===== src/rtl/mem_arbiter.sv =====
// mem_arbiter: round-robin arbiter giving the fetch and data ports shared access to one word-wide memory.
// It places byte accesses on byte lanes, rejects odd-address word accesses and reports when it is idle.
module mem_arbiter #(
    parameter int ADDR_W  = 16,
    parameter int MEM_LAT = 2
) (
    input  logic              clock,
    input  logic              resetN,
    input  logic              quiesce,
    output logic              idle,
    input  logic              ifReq,
    input  logic [ADDR_W-1:0] ifAddr,
    output logic              ifGnt,
    output logic              ifValid,
    output logic              ifErr,
    output logic [15:0]       ifRdata,
    input  logic              dReq,
    input  logic              dWe,
    input  logic              dByte,
    input  logic [ADDR_W-1:0] dAddr,
    input  logic [15:0]       dWdata,
    output logic              dGnt,
    output logic              dValid,
    output logic              dErr,
    output logic [15:0]       dRdata,
    output logic              memEn,
    output logic              memWe,
    output logic [ADDR_W-1:0] memAddr,
    output logic [1:0]        memBe,
    output logic [15:0]       memWdata,
    input  logic [15:0]       memRdata
);
    typedef enum logic [2:0] {IDLE, ACCESS, WAIT, RESP, ERR} state_t;
    state_t      state_q;
    logic        d_first_q, win_q, we_q, byte_q, odd_q;
    logic [2:0]  cnt_q;
    logic        win_d, we_d, byte_d, mis_d;
    logic [ADDR_W-1:0] addr_d;
    logic [15:0] rd_d;
    // A lone requester wins; on a collision the pointer decides.
    assign win_d  = dReq & (~ifReq | d_first_q);
    assign we_d   = win_d & dWe;
    assign byte_d = win_d & dByte;
    assign addr_d = win_d ? dAddr : ifAddr;
    assign mis_d  = ~byte_d & addr_d[0];
    assign rd_d   = we_q ? 16'h0000 : !byte_q ? memRdata : {8'h00, odd_q ? memRdata[7:0] : memRdata[15:8]};
    assign idle   = state_q == IDLE;
    always_ff @(posedge clock) begin
        if (!resetN) begin
            state_q   <= IDLE;
            d_first_q <= 1'b1;
            win_q     <= 1'b0;
            we_q      <= 1'b0;
            byte_q    <= 1'b0;
            odd_q     <= 1'b0;
            cnt_q     <= '0;
            ifGnt     <= 1'b0;
            ifValid   <= 1'b0;
            ifErr     <= 1'b0;
            ifRdata   <= '0;
            dGnt      <= 1'b0;
            dValid    <= 1'b0;
            dErr      <= 1'b0;
            dRdata    <= '0;
            memEn     <= 1'b0;
            memWe     <= 1'b0;
            memAddr   <= '0;
            memBe     <= '0;
            memWdata  <= '0;
        end else begin
            ifGnt    <= 1'b0;
            ifValid  <= 1'b0;
            ifErr    <= 1'b0;
            dGnt     <= 1'b0;
            dValid   <= 1'b0;
            dErr     <= 1'b0;
            memEn    <= 1'b0;
            memWe    <= 1'b0;
            memAddr  <= '0;
            memBe    <= '0;
            memWdata <= '0;
            case (state_q)
                IDLE: if (!quiesce && (ifReq || dReq)) begin
                    win_q     <= win_d;
                    we_q      <= we_d;
                    byte_q    <= byte_d;
                    odd_q     <= addr_d[0];
                    d_first_q <= ~win_d;
                    dGnt      <= win_d;
                    ifGnt     <= ~win_d;
                    if (mis_d) begin
                        state_q <= ERR;
                        dErr    <= win_d;
                        ifErr   <= ~win_d;
                    end else begin
                        state_q  <= ACCESS;
                        memEn    <= 1'b1;
                        memWe    <= we_d;
                        memAddr  <= {addr_d[ADDR_W-1:1], 1'b0};
                        memBe    <= byte_d ? (addr_d[0] ? 2'b01 : 2'b10) : 2'b11;
                        memWdata <= !we_d ? 16'h0000 : byte_d ? {2{dWdata[7:0]}} : dWdata;
                    end
                end
                ACCESS: begin
                    state_q <= WAIT;
                    cnt_q   <= 3'(MEM_LAT - 1);
                end
                // Leaving WAIT lands exactly on the edge where the read word is valid.
                WAIT: if (cnt_q == 3'd0) begin
                    state_q <= RESP;
                    dValid  <= win_q;
                    ifValid <= ~win_q;
                    if (win_q) dRdata <= rd_d;
                    else ifRdata <= rd_d;
                end else begin
                    cnt_q <= cnt_q - 3'd1;
                end
                RESP: state_q <= IDLE;
                ERR: state_q <= IDLE;
                default: state_q <= IDLE;
            endcase
        end
    end
endmodule

===== config.mk =====
export PLATFORM = sky130hd
export DESIGN_NAME = mem_arbiter
export DESIGN_NICKNAME = d
export VERILOG_FILES = /design/src/rtl/mem_arbiter.sv
export SDC_FILE = /design/constraint.sdc
export NUM_CORES = 1
export LEC_CHECK = 0
export ABC_AREA = 0
export CAP_MARGIN = 20
export CORE_MARGIN = 10
export CORE_UTILIZATION = 41
export CTS_CLUSTER_SIZE = 14
export DETAILED_ROUTE_END_ITERATION = 7
export PLACE_DENSITY = 0.91
export SYNTH_ARGS = -nofsm -noshare
export SYNTH_HDL_FRONTEND = slang
export SYNTH_SLANG_ARGS = --single-unit

===== constraint.sdc =====
create_clock -name clock -period 1.9 [get_ports clock]
set_input_delay 0.19 -clock clock [delete_from_list [all_inputs] [get_ports clock]]
set_output_delay 0.19 -clock clock [all_outputs]
set_load 0.1 [all_outputs]

==> impl_metrics.toml <==
[run_status]
status = "complete, no violations"

[worst_setup_path]
worst-endpoint-arrival_ps = 2020
reg2reg_from = "cnt_q[0]$_SDFFE_PN0P_"
timing.reg2reg.worst_path_depth = 7
crit_path_top_delay_cell = "sky130_fd_sc_hd__dfxtp_1"
setup.worst_path.class = "reg -> reg"
crit-reg2reg-capture = "dRdata[1]$_SDFFE_PN0P_"
critPathMostFrequentCell = "sky130_fd_sc_hd__ha_1"
slowest_delay_ps = 370
timing.critical_path.cells = "inv_1 -> ha_1 -> ha_1 -> and4bb_2 -> nand3b_1 -> o2bb2ai_1 -> and2_1"
ff2ff_setup_slack_ps = 110
setup.worst_path.start_class = "flip-flop"
critPathBufInv = 1
worst_ep_required_time_ps = 2130
category_of_cells_accounting_for_the_largest_share_of_critical_path_delay = "simple AND/OR/NAND/NOR gates"
end_kind = "flip-flop"
cp_max_fo = 8

[detailed_routing]
initialDrtViolationCount = 130
detailroute.via_count = 2987
wirelength_um = 9780
wire_per_inst_um = 16.2
drtPass1Iterations = 4
final_ant_viol_nets = 0
detail_route.vias_per_cell = 4.95
remaining_drc_errors = 0

[floorplan]
rows = 32
initial_core_utilization_pct = 42.1
die-height_um = 109
design.die.area_um2 = 11900
ios = 146
die_width_um = 109
floorplan.core_area_um2 = 7730

[synth]
avgSynthCellArea_um2 = 9.34
ys_types = 40
synth_seq_area_share_pct = 51.7
synth.cell_area_um2 = 3250
yosysWarningCount = 0
postSynthCellCount = 348
register_bit_total_from_synthesis = 84
syn_nets = 421

[layout]
post_route_cells_drive_above_1_share_pct = 24.6
mostFrequentLayoutCell = "sky130_fd_sc_hd__buf_4"
num_antenna_cells = 0
final_cell_mix = "sky130_fd_sc_hd__buf_4, sky130_fd_sc_hd__dfxtp_1, sky130_fd_sc_hd__clkdlybuf4s50_1, sky130_fd_sc_hd__nand2_1"
post_layout_nonfiller_instances = 603
finish.net_count = 570
area_growth_pct = 50.8

[timing]
max_clock_freq_mhz = 559
fin_crit_period_ps = 1790
final-hold-violation-count = 0
setup_viol_count_final = 0
postLayoutSetupSlackWorst_ps = 110
final_max_slew_viol_count = 0
finClkSkew_ps = 12.2
rsz0062_at_grt = "no"
min_period_over_period_pct = 94.2

[power]
power_leakage_nw = 2.08
p_comb_share_pct = 25.2
power.clock.fraction_pct = 30.3
worst_ir_drop_vdd_mv = 0.513
seq_power_share_pct = 44.5
power_switching_mw = 1.38
power_switching_share_pct = 32.6
power.density_nw_per_um2 = 861
power.internal_mw = 2.84

[placement]
numPortBuffers = 144
preCtsSetupSlack_ps = -114
gp_congestion = 0.785
dp_hpwl_um = 7710
place_inst = 588

[clock_tree]
clock_tree.buffer_depth = 2
ctsHoldBuffers = 0
postCtsSetupBuffers = 0
htreeDepth = 3
worstSkewPairLatency_ps = 350
tritoncts = "done"
clock_pin_transition_on_the_worst_setup_and_hold_timing_paths_ps = 90
num_clock_sinks = 84
clk_root_buffer_cell = "sky130_fd_sc_hd__clkbuf_8"
cts_buf_count = 9

[grt]
maximum_number_of_pins_on_one_net_before_global_route_repair = 34
antenna_found_initial = 0
use_met2_pct = 27.7
grt.busiest_layer = "met2"
sum_of_overflow_across_all_layers_after_global_routing = 0
grt_first_pass_wirelength_um = 15000
grt_util_met3_pct = 6.67
grtUsageTotal_pct = 15.7
grt_use_met1_pct = 16.4
grt_pass1_vias = 3049

[min_path]
holdPathEnd = "memAddr[6]$_SDFF_PP0_"
worstHoldStart = "dAddr[6]"
holdCritPathClass = "in -> reg"
min_path_cells = 3

[flow_run]
drv_cap = 0
[kinds of logic after synthesis]
group	after synthesis	share of synthesized area, %
mux	13	4.00
xor+xnor	1	0.269
simple gates	150	24.2
compound gates	68	14.7
other cells	1	0.115
flops	84	51.7
fa+ha+maj	2	0.770
buf+inv	29	4.20
[per-layer routing]
metal	up-vias	share of wire [%]
met2	123	51
met3	20	9.8
li1	1473	-
met5	-	0
met1	1371	36
met4	0	2.5
[how the worst max path moves through the flow]
stage / from / slack [ps] / cells past startpoint / end
after floorplan: state_q[0]$_SDFFE_PN0P_ / -340 / 5 / memAddr[10]$_SDFF_PP0_
after global placement: ifReq / 2 / 6 / memWdata[2]$_SDFF_PP0_
after detailed placement: cnt_q[0]$_SDFFE_PN0P_ / -110 / 7 / ifRdata[15]$_SDFFE_PN0P_
after CTS: cnt_q[0]$_SDFFE_PN0P_ / 60 / 7 / dRdata[9]$_SDFFE_PN0P_
after global routing: cnt_q[0]$_SDFFE_PN0P_ / 6 / 7 / dRdata[7]$_SDFFE_PN0P_
final: cnt_q[0]$_SDFFE_PN0P_ / 110 / 7 / dRdata[1]$_SDFFE_PN0P_
[flip-flops by register name, summed over array words and instances, names as in the netlist, 2 cells and up]
register and cells:
cnt_q 3, ifRdata 16, memAddr 15, state_q 3, memBe 2, memWdata 16, dRdata 16
[worst min-delay path: cells and delay by family]
kind	cells	cell delay [ps]
buffers and inverters	1	400
AND/OR/NAND/NOR	1	50
AO/OA/AOI/OAI	1	50
[what timing repair did]
action                     in CTS  in global routing
pin swaps                       0                  0
setup endpoints to repair       8                  6
gates cloned                    0                  0
resized for setup               1                  2
hold endpoints to repair        0                  0
[per-stage QoR]
step | TNS (ps) | power (mW) | hold WS, ps | area [um2] | utilization (%)
final | 0 | 4.22 | 380 | 4900 | 63.4
after detailed placement | -632 | 2.98 | 453 | 4700 | 60.8
after CTS | 0 | 4.26 | 364 | 4900 | 63.4
after global routing | 0 | 4.38 | 384 | 4900 | 63.4
after floorplan | -10030 | 2.61 | 312 | 3270 | -
after global placement | 0 | 2.96 | 447 | 4700 | 60.8
[synth_stat cells]
| library cell | n | share of area (%) |
|---|---|---|
| sky130_fd_sc_hd__a21boi_0 | 16 | 3.7 |
| sky130_fd_sc_hd__a21boi_1 | 1 | 0.23 |
| sky130_fd_sc_hd__a21oi_1 | 19 | 2.9 |
| sky130_fd_sc_hd__a21oi_2 | 8 | 2.2 |
| sky130_fd_sc_hd__a31oi_1 | 2 | 0.38 |
| sky130_fd_sc_hd__and2_0 | 1 | 0.19 |
| sky130_fd_sc_hd__and2_1 | 27 | 5.2 |
| sky130_fd_sc_hd__and3_1 | 1 | 0.19 |
| sky130_fd_sc_hd__and3b_1 | 1 | 0.27 |
| sky130_fd_sc_hd__and4bb_2 | 1 | 0.38 |
| sky130_fd_sc_hd__buf_2 | 6 | 0.92 |
| sky130_fd_sc_hd__buf_4 | 1 | 0.23 |
| sky130_fd_sc_hd__buf_6 | 2 | 0.69 |
| sky130_fd_sc_hd__clkbuf_1 | 11 | 1.3 |
| sky130_fd_sc_hd__clkinv_2 | 1 | 0.15 |
| sky130_fd_sc_hd__conb_1 | 1 | 0.12 |
| sky130_fd_sc_hd__dfxtp_1 | 84 | 52 |
| sky130_fd_sc_hd__ha_1 | 2 | 0.77 |
| sky130_fd_sc_hd__inv_1 | 7 | 0.81 |
| sky130_fd_sc_hd__inv_2 | 1 | 0.12 |
| sky130_fd_sc_hd__mux2i_1 | 13 | 4.0 |
| sky130_fd_sc_hd__nand2_1 | 62 | 7.2 |
| sky130_fd_sc_hd__nand2b_1 | 7 | 1.3 |
| sky130_fd_sc_hd__nand3_1 | 28 | 4.3 |
| sky130_fd_sc_hd__nand3b_1 | 1 | 0.23 |
| sky130_fd_sc_hd__nand4_4 | 1 | 0.65 |
| sky130_fd_sc_hd__nand4bb_2 | 1 | 0.50 |
| sky130_fd_sc_hd__nor2_1 | 8 | 0.92 |
| sky130_fd_sc_hd__nor2b_1 | 4 | 0.77 |
| sky130_fd_sc_hd__nor3_1 | 1 | 0.15 |
| sky130_fd_sc_hd__nor3_4 | 1 | 0.50 |
| sky130_fd_sc_hd__nor3b_1 | 1 | 0.23 |
| sky130_fd_sc_hd__nor3b_4 | 1 | 0.58 |
| sky130_fd_sc_hd__o21ai_0 | 3 | 0.46 |
| sky130_fd_sc_hd__o21ai_1 | 2 | 0.31 |
| sky130_fd_sc_hd__o2bb2ai_1 | 16 | 4.3 |
| sky130_fd_sc_hd__o32ai_1 | 1 | 0.27 |
| sky130_fd_sc_hd__or2_2 | 1 | 0.19 |
| sky130_fd_sc_hd__or3_1 | 2 | 0.38 |
| sky130_fd_sc_hd__xnor2_1 | 1 | 0.27 |
[layout make-up]
| class | instances | area, um2 |
|---|---|---|
| timing repair buffer | 158 | 1400 |
| clock inverter | 5 | 61.3 |
| inverter | 9 | 38.8 |
| multi-input combinational | 235 | 1450 |
| clock buffer | 10 | 138 |
| tap | 102 | 128 |
| fill | 627 | 2830 |
| sequential | 84 | 1680 |
[power groups by stage]
stage          combinational (mW)  clock [mW]  sequential [mW]
4_1_cts                      1.07        1.31             1.88
6_report                     1.07        1.28             1.88
5_1_grt                      1.12        1.37             1.89
3_3_place_gp                 1.05           0             1.91
2_1_floorplan               0.341           0             2.27
3_5_place_dp                 1.07           0             1.92
(Power assumes the default switching activity.)
